--- src/rtl/seven_seg_pkg.sv ---
// Shared types and defaults for the two-digit seven-segment scan driver.
package seven_seg_pkg;

  localparam int unsigned DefaultDwellCycles = 50000;
  localparam int unsigned DefaultBlankCycles = 500;
  localparam int unsigned CntWidth           = 16;

  typedef enum logic [2:0] {
    StIdle,
    StShow1,
    StBlank1,
    StShow2,
    StBlank2
  } scan_state_e;

endpackage

--- src/rtl/scan_timer.sv ---
// Dwell counter: counts cycles since the last clear and flags the last cycle of a limit_i window.
module scan_timer
  import seven_seg_pkg::*;
(
  input  logic                clk_i,
  input  logic                rst_ni,
  input  logic                clear_i,
  input  logic [CntWidth-1:0] limit_i,
  output logic                tc_o
);

  logic [CntWidth-1:0] cnt_q, cnt_d;

  always_comb begin
    cnt_d = clear_i ? '0 : cnt_q + CntWidth'(1);
  end

  always_ff @(posedge clk_i or negedge rst_ni) begin
    if (!rst_ni) begin
      cnt_q <= '0;
    end else begin
      cnt_q <= cnt_d;
    end
  end

  assign tc_o = (cnt_q == limit_i - CntWidth'(1));

endmodule

--- src/rtl/seven_seg_scan_driver.sv ---
// Two-digit multiplexed seven-segment driver with blanking gaps and frame-aligned pattern commit.
module seven_seg_scan_driver
  import seven_seg_pkg::*;
#(
  parameter int unsigned DWELL_CYCLES = DefaultDwellCycles,
  parameter int unsigned BLANK_CYCLES = DefaultBlankCycles
) (
  input  logic       Clk,
  input  logic       Rst_n,
  input  logic       Enable,
  input  logic       Load,
  input  logic [7:0] SevenSegDig1,
  input  logic [7:0] SevenSegDig2,
  output logic [7:0] SegOut,
  output logic [1:0] DigitEn,
  output logic       FrameDone,
  output logic       LoadAck
);

  localparam logic [CntWidth-1:0] DwellLimit = CntWidth'(DWELL_CYCLES);
  localparam logic [CntWidth-1:0] BlankLimit = CntWidth'(BLANK_CYCLES);

  scan_state_e         state_q, state_d;
  logic [7:0]          stage1_q, stage1_d, stage2_q, stage2_d;
  logic [7:0]          disp1_q, disp1_d, disp2_q, disp2_d;
  logic [7:0]          seg_q, seg_d;
  logic [1:0]          dig_q, dig_d;
  logic                pending_q, pending_d;
  logic                ack_q, ack_d;
  logic                tc, timer_clear, commit;
  logic [CntWidth-1:0] limit;

  assign limit = (state_q == StShow1 || state_q == StShow2) ? DwellLimit : BlankLimit;

  scan_timer u_scan_timer (
    .clk_i   (Clk),
    .rst_ni  (Rst_n),
    .clear_i (timer_clear),
    .limit_i (limit),
    .tc_o    (tc)
  );

  always_comb begin
    state_d = state_q;
    unique case (state_q)
      StIdle:   state_d = StShow1;
      StShow1:  if (tc) state_d = StBlank1;
      StBlank1: if (tc) state_d = StShow2;
      StShow2:  if (tc) state_d = StBlank2;
      StBlank2: if (tc) state_d = StShow1;
      default:  state_d = StIdle;
    endcase
    if (!Enable) state_d = StIdle;

    // Counter restarts on every state entry and is held at zero while idle.
    timer_clear = (state_d != state_q) || (state_q == StIdle);
    commit      = (state_d == StShow1) && (state_q == StIdle || state_q == StBlank2);

    stage1_d  = stage1_q;
    stage2_d  = stage2_q;
    pending_d = pending_q;
    if (Load) begin
      stage1_d  = SevenSegDig1;
      stage2_d  = SevenSegDig2;
      pending_d = 1'b1;
    end

    // A Load in the commit cycle goes straight to the display through stage*_d.
    disp1_d = disp1_q;
    disp2_d = disp2_q;
    ack_d   = 1'b0;
    if (commit && pending_d) begin
      disp1_d   = stage1_d;
      disp2_d   = stage2_d;
      pending_d = 1'b0;
      ack_d     = 1'b1;
    end

    seg_d = '0;
    dig_d = 2'b00;
    if (state_d == StShow1) begin
      seg_d = disp1_d;
      dig_d = 2'b01;
    end else if (state_d == StShow2) begin
      seg_d = disp2_d;
      dig_d = 2'b10;
    end
  end

  always_ff @(posedge Clk or negedge Rst_n) begin
    if (!Rst_n) begin
      state_q   <= StIdle;
      stage1_q  <= '0;
      stage2_q  <= '0;
      disp1_q   <= '0;
      disp2_q   <= '0;
      pending_q <= 1'b0;
      seg_q     <= '0;
      dig_q     <= 2'b00;
      ack_q     <= 1'b0;
    end else begin
      state_q   <= state_d;
      stage1_q  <= stage1_d;
      stage2_q  <= stage2_d;
      disp1_q   <= disp1_d;
      disp2_q   <= disp2_d;
      pending_q <= pending_d;
      seg_q     <= seg_d;
      dig_q     <= dig_d;
      ack_q     <= ack_d;
    end
  end

  assign SegOut    = seg_q;
  assign DigitEn   = dig_q;
  assign LoadAck   = ack_q;
  assign FrameDone = (state_q == StBlank2) && tc;

endmodule

--- config.mk ---
export PLATFORM = sky130hd
export DESIGN_NAME = seven_seg_scan_driver
export DESIGN_NICKNAME = d
export VERILOG_FILES = /design/src/rtl/seven_seg_pkg.sv /design/src/rtl/scan_timer.sv /design/src/rtl/seven_seg_scan_driver.sv
export SDC_FILE = /design/constraint.sdc
export NUM_CORES = 1
export LEC_CHECK = 0
export CAP_MARGIN = 20
export CELL_PAD_IN_SITES_DETAIL_PLACEMENT = 1
export CELL_PAD_IN_SITES_GLOBAL_PLACEMENT = 1
export CORE_ASPECT_RATIO = 0.6
export CORE_MARGIN = 4
export CORE_UTILIZATION = 41
export CTS_CLUSTER_DIAMETER = 30
export CTS_CLUSTER_SIZE = 40
export DETAILED_ROUTE_END_ITERATION = 12
export PLACE_DENSITY = 0.78
export SYNTH_ARGS = -nofsm -noshare
export SYNTH_HDL_FRONTEND = slang
export SYNTH_SLANG_ARGS = --single-unit
--- constraint.sdc ---
create_clock -name Clk -period 2.4 [get_ports Clk]
set_input_delay 0.24 -clock Clk [delete_from_list [all_inputs] [get_ports Clk]]
set_output_delay 0.24 -clock Clk [all_outputs]
set_load 0.01 [all_outputs]
==> impl_metrics.tcl <==
set metrics [dict create \
    ys_warn_count 0 \
    clk_pin_slew_ps 50 \
    endpoint_kind "register" \
    avgSynthCellArea_um2 12.85 \
    synth-seq-cells 63 \
    grt_pass1_vias 2167 \
    finalHoldViolations 0 \
    row_count 22 \
    synth_flop_cell "dfrtp_1" \
    synth-seq-area-share_pct 56.81 \
    worstPathRequired_ps 2600 \
    core_mm2 0.006331 \
    setup_viol 18 \
    min_path_type "input port to async pin" \
    start_kind "register" \
    cts_tree "built" \
    post_drt_wl_per_cell_um 21.17 \
    critical_path_class "register to register" \
    cts_sinks 63 \
    cts_hold_buffers 0 \
    root_buffer "clkbuf_16" \
    fin_worst_skew_ps 3.868 \
    synth_fp_nets 237 \
    p_per_area_mw_per_mm2 771.1 \
    fmax_ghz 0.4090 \
    layout_min_cycle_time_ps 2445 \
    cp.arrival_ps 2650 \
    tightest_slew_ps 890.2 \
    synth_edf_count 0 \
    ios 32 \
    highest_layer "met4" \
    final_util_pct 58.18 \
    maxCapViolations 0 \
    track_usage_pct 19.87 \
    dpl.hpwl_mm 4.871 \
    routed_via_density 5.418 \
    ant_nets 0 \
    drc_errors 0 \
    p_total_uw 2840 \
    io_buffer_count 31 \
    initial_core_util_pct 43.83 \
    dieArea_mm2 0.008192 \
    crit_fanout 17 \
    place_congestion 0.8058 \
    dr.pass1.iters 4 \
    area_growth_pct 32.73 \
    wl_met1_mm 3.658 \
    leakage_uw 0.001564 \
    fin_nets 294 \
    async_flop_share_pct 100.0 \
    final_max_slew_viol_count 0 \
    wl_met2_mm 3.560 \
    vias 1945 \
    die_width_um 114.2 \
    grt_max_degree 38 \
    wl_mm 7.600 \
    netlist_area_mm2 0.002775 \
    status "finished, violations left" \
    die_y_um 71.73 \
    clock_latency_ps 320 \
    finalCritPeriodShare_pct 101.9 \
    synth_cell_type_count 41 \
    overflow 0 \
    drt-initial-drc-count 109 \
    wl_met3_um 307 \
    syn_inst 216 \
    antenna_found_initial 0 \
    drive_gt1_share_pct 28.73 \
    diodes 0 \
    violations "setup timing" \
    vdd_drop_max_mv 0.3893 \
    htree_num_levels 3 \
    rsz0062_at_grt "true" \
    cts_buffers 9 \
    setup_slack_ps -45.16 \
    slew_headroom_pct 40.65 \
    clock_path_buffers 2 \
    grt_pass1_wl_mm 12.32 \
]
## cell usage after synthesis, drive strengths merged, types with 3 or more instances
cell type	number	share of area, %
o2bb2ai	8	2.5
nor3	4	0.72
buf	5	1.3
nor4	4	1.1
dfrtp	63	57
o21a	3	0.81
inv	6	0.81
xnor2	7	2.2
clkbuf	3	0.41
nand2	8	1.1
mux2	32	14
or4	3	0.95
nand3	7	1.3
mux2i	8	2.9
nor2	22	3.0
xor2	8	2.5
## layout by cell type, fill, tap and decap left out, types with 9 or more instances in the layout
master / n
mux2_2: 23
clkdlybuf4s50_1: 29
buf_4: 17
mux2_4: 9
nor2_1: 22
clkbuf_16: 10
dfrtp_1: 63
## sequential cells by signal (all words and copies together) (netlist names)
register	flops
stage2_q	8
u_scan_timer.cnt_q	16
SegOut	8
disp1_q	8
state_q	3
DigitEn	2
stage1_q	8
disp2_q	8
pending_q	1
LoadAck	1
## timing repair
action | CTS | global route
gates cloned | 0 | 1
hold endpoints to repair | 0 | 0
gates resized for setup | 5 | 8
setup buffers | 0 | 1
setup endpoints to repair | 39 | 42
pin swaps | 0 | 3
## final cells by class
| class | count | area [um2] |
|---|---|---|
| fill | 646 | 2648 |
| sequential | 63 | 1577 |
| multi-input combinational | 139 | 1157 |
| timing repair buffer | 54 | 535.5 |
| clock buffer | 12 | 256.5 |
| tap | 84 | 105.1 |
| clock inverter | 1 | 30.03 |
| inverter | 6 | 22.52 |
## critical path, stage by stage, from the launching register on
cell,delay [ps]
dfrtp_1,370
or4_4,560
o32a_1,350
buf_6,140
o21a_1,200
o21ba_2,240
buf_12,160
mux2_4,300
## logic make-up (layout without fill, tap and decap cells)
logic type / count (synthesis) / in the layout / share of synthesized area, %
buf+inv: 14 / 73 / 2.525
simple gates: 59 / 59 / 11.09
flops: 63 / 63 / 56.81
fa+ha+maj: 1 / 1 / 0.4508
xor+xnor: 15 / 15 / 4.734
mux: 40 / 40 / 17.09
compound gates: 24 / 24 / 7.304
## worst paths after layout
check	startpoint	to	slack, ps	cells after the start
max	u_scan_timer.cnt_q[9]	disp1_q[1]	-50	7
min in group Clk	stage2_q[6]	stage2_q[6]	500	1
min	Rst_n	disp1_q[6]	40	1
max reg2reg	u_scan_timer.cnt_q[9]	disp1_q[1]	-50	7
max in group asynchronous	Rst_n	SegOut[2]	1700	2
min reg2reg	stage2_q[6]	stage2_q[6]	500	1
## per-stage QoR
step	worst slack, ps	area [um2]	setup TNS [ps]	std cells	hold WS, ps
3_5_place_dp	-65.03	3333	-664.3	344	402.8
6_report	-45.16	3684	-457.7	359	44.71
2_1_floorplan	-36.65	2779	-329.8	216	-55.59
4_1_cts	-12.13	3636	-49.54	357	59.86
3_3_place_gp	40.82	3333	0	344	392.1
5_1_grt	-111.0	3684	-2617	359	96.93
## layer usage
| metal | vias up | global-route usage (%) |
|---|---|---|
| met5 | - | 0 |
| met2 | 44 | 30.67 |
| li1 | 887 | - |
| met4 | 0 | 4.216 |
| met3 | 6 | 7.173 |
| met1 | 1008 | 27.09 |
## power by group
| part | leakage (uW) | switching [uW] | internal (uW) |
|---|---|---|---|
| combinational | 0.000632 | 148 | 202 |
| sequential | 0.000791 | 61.7 | 1180 |
| clock | 0.000141 | 409 | 841 |
(Power assumes the default switching activity.)
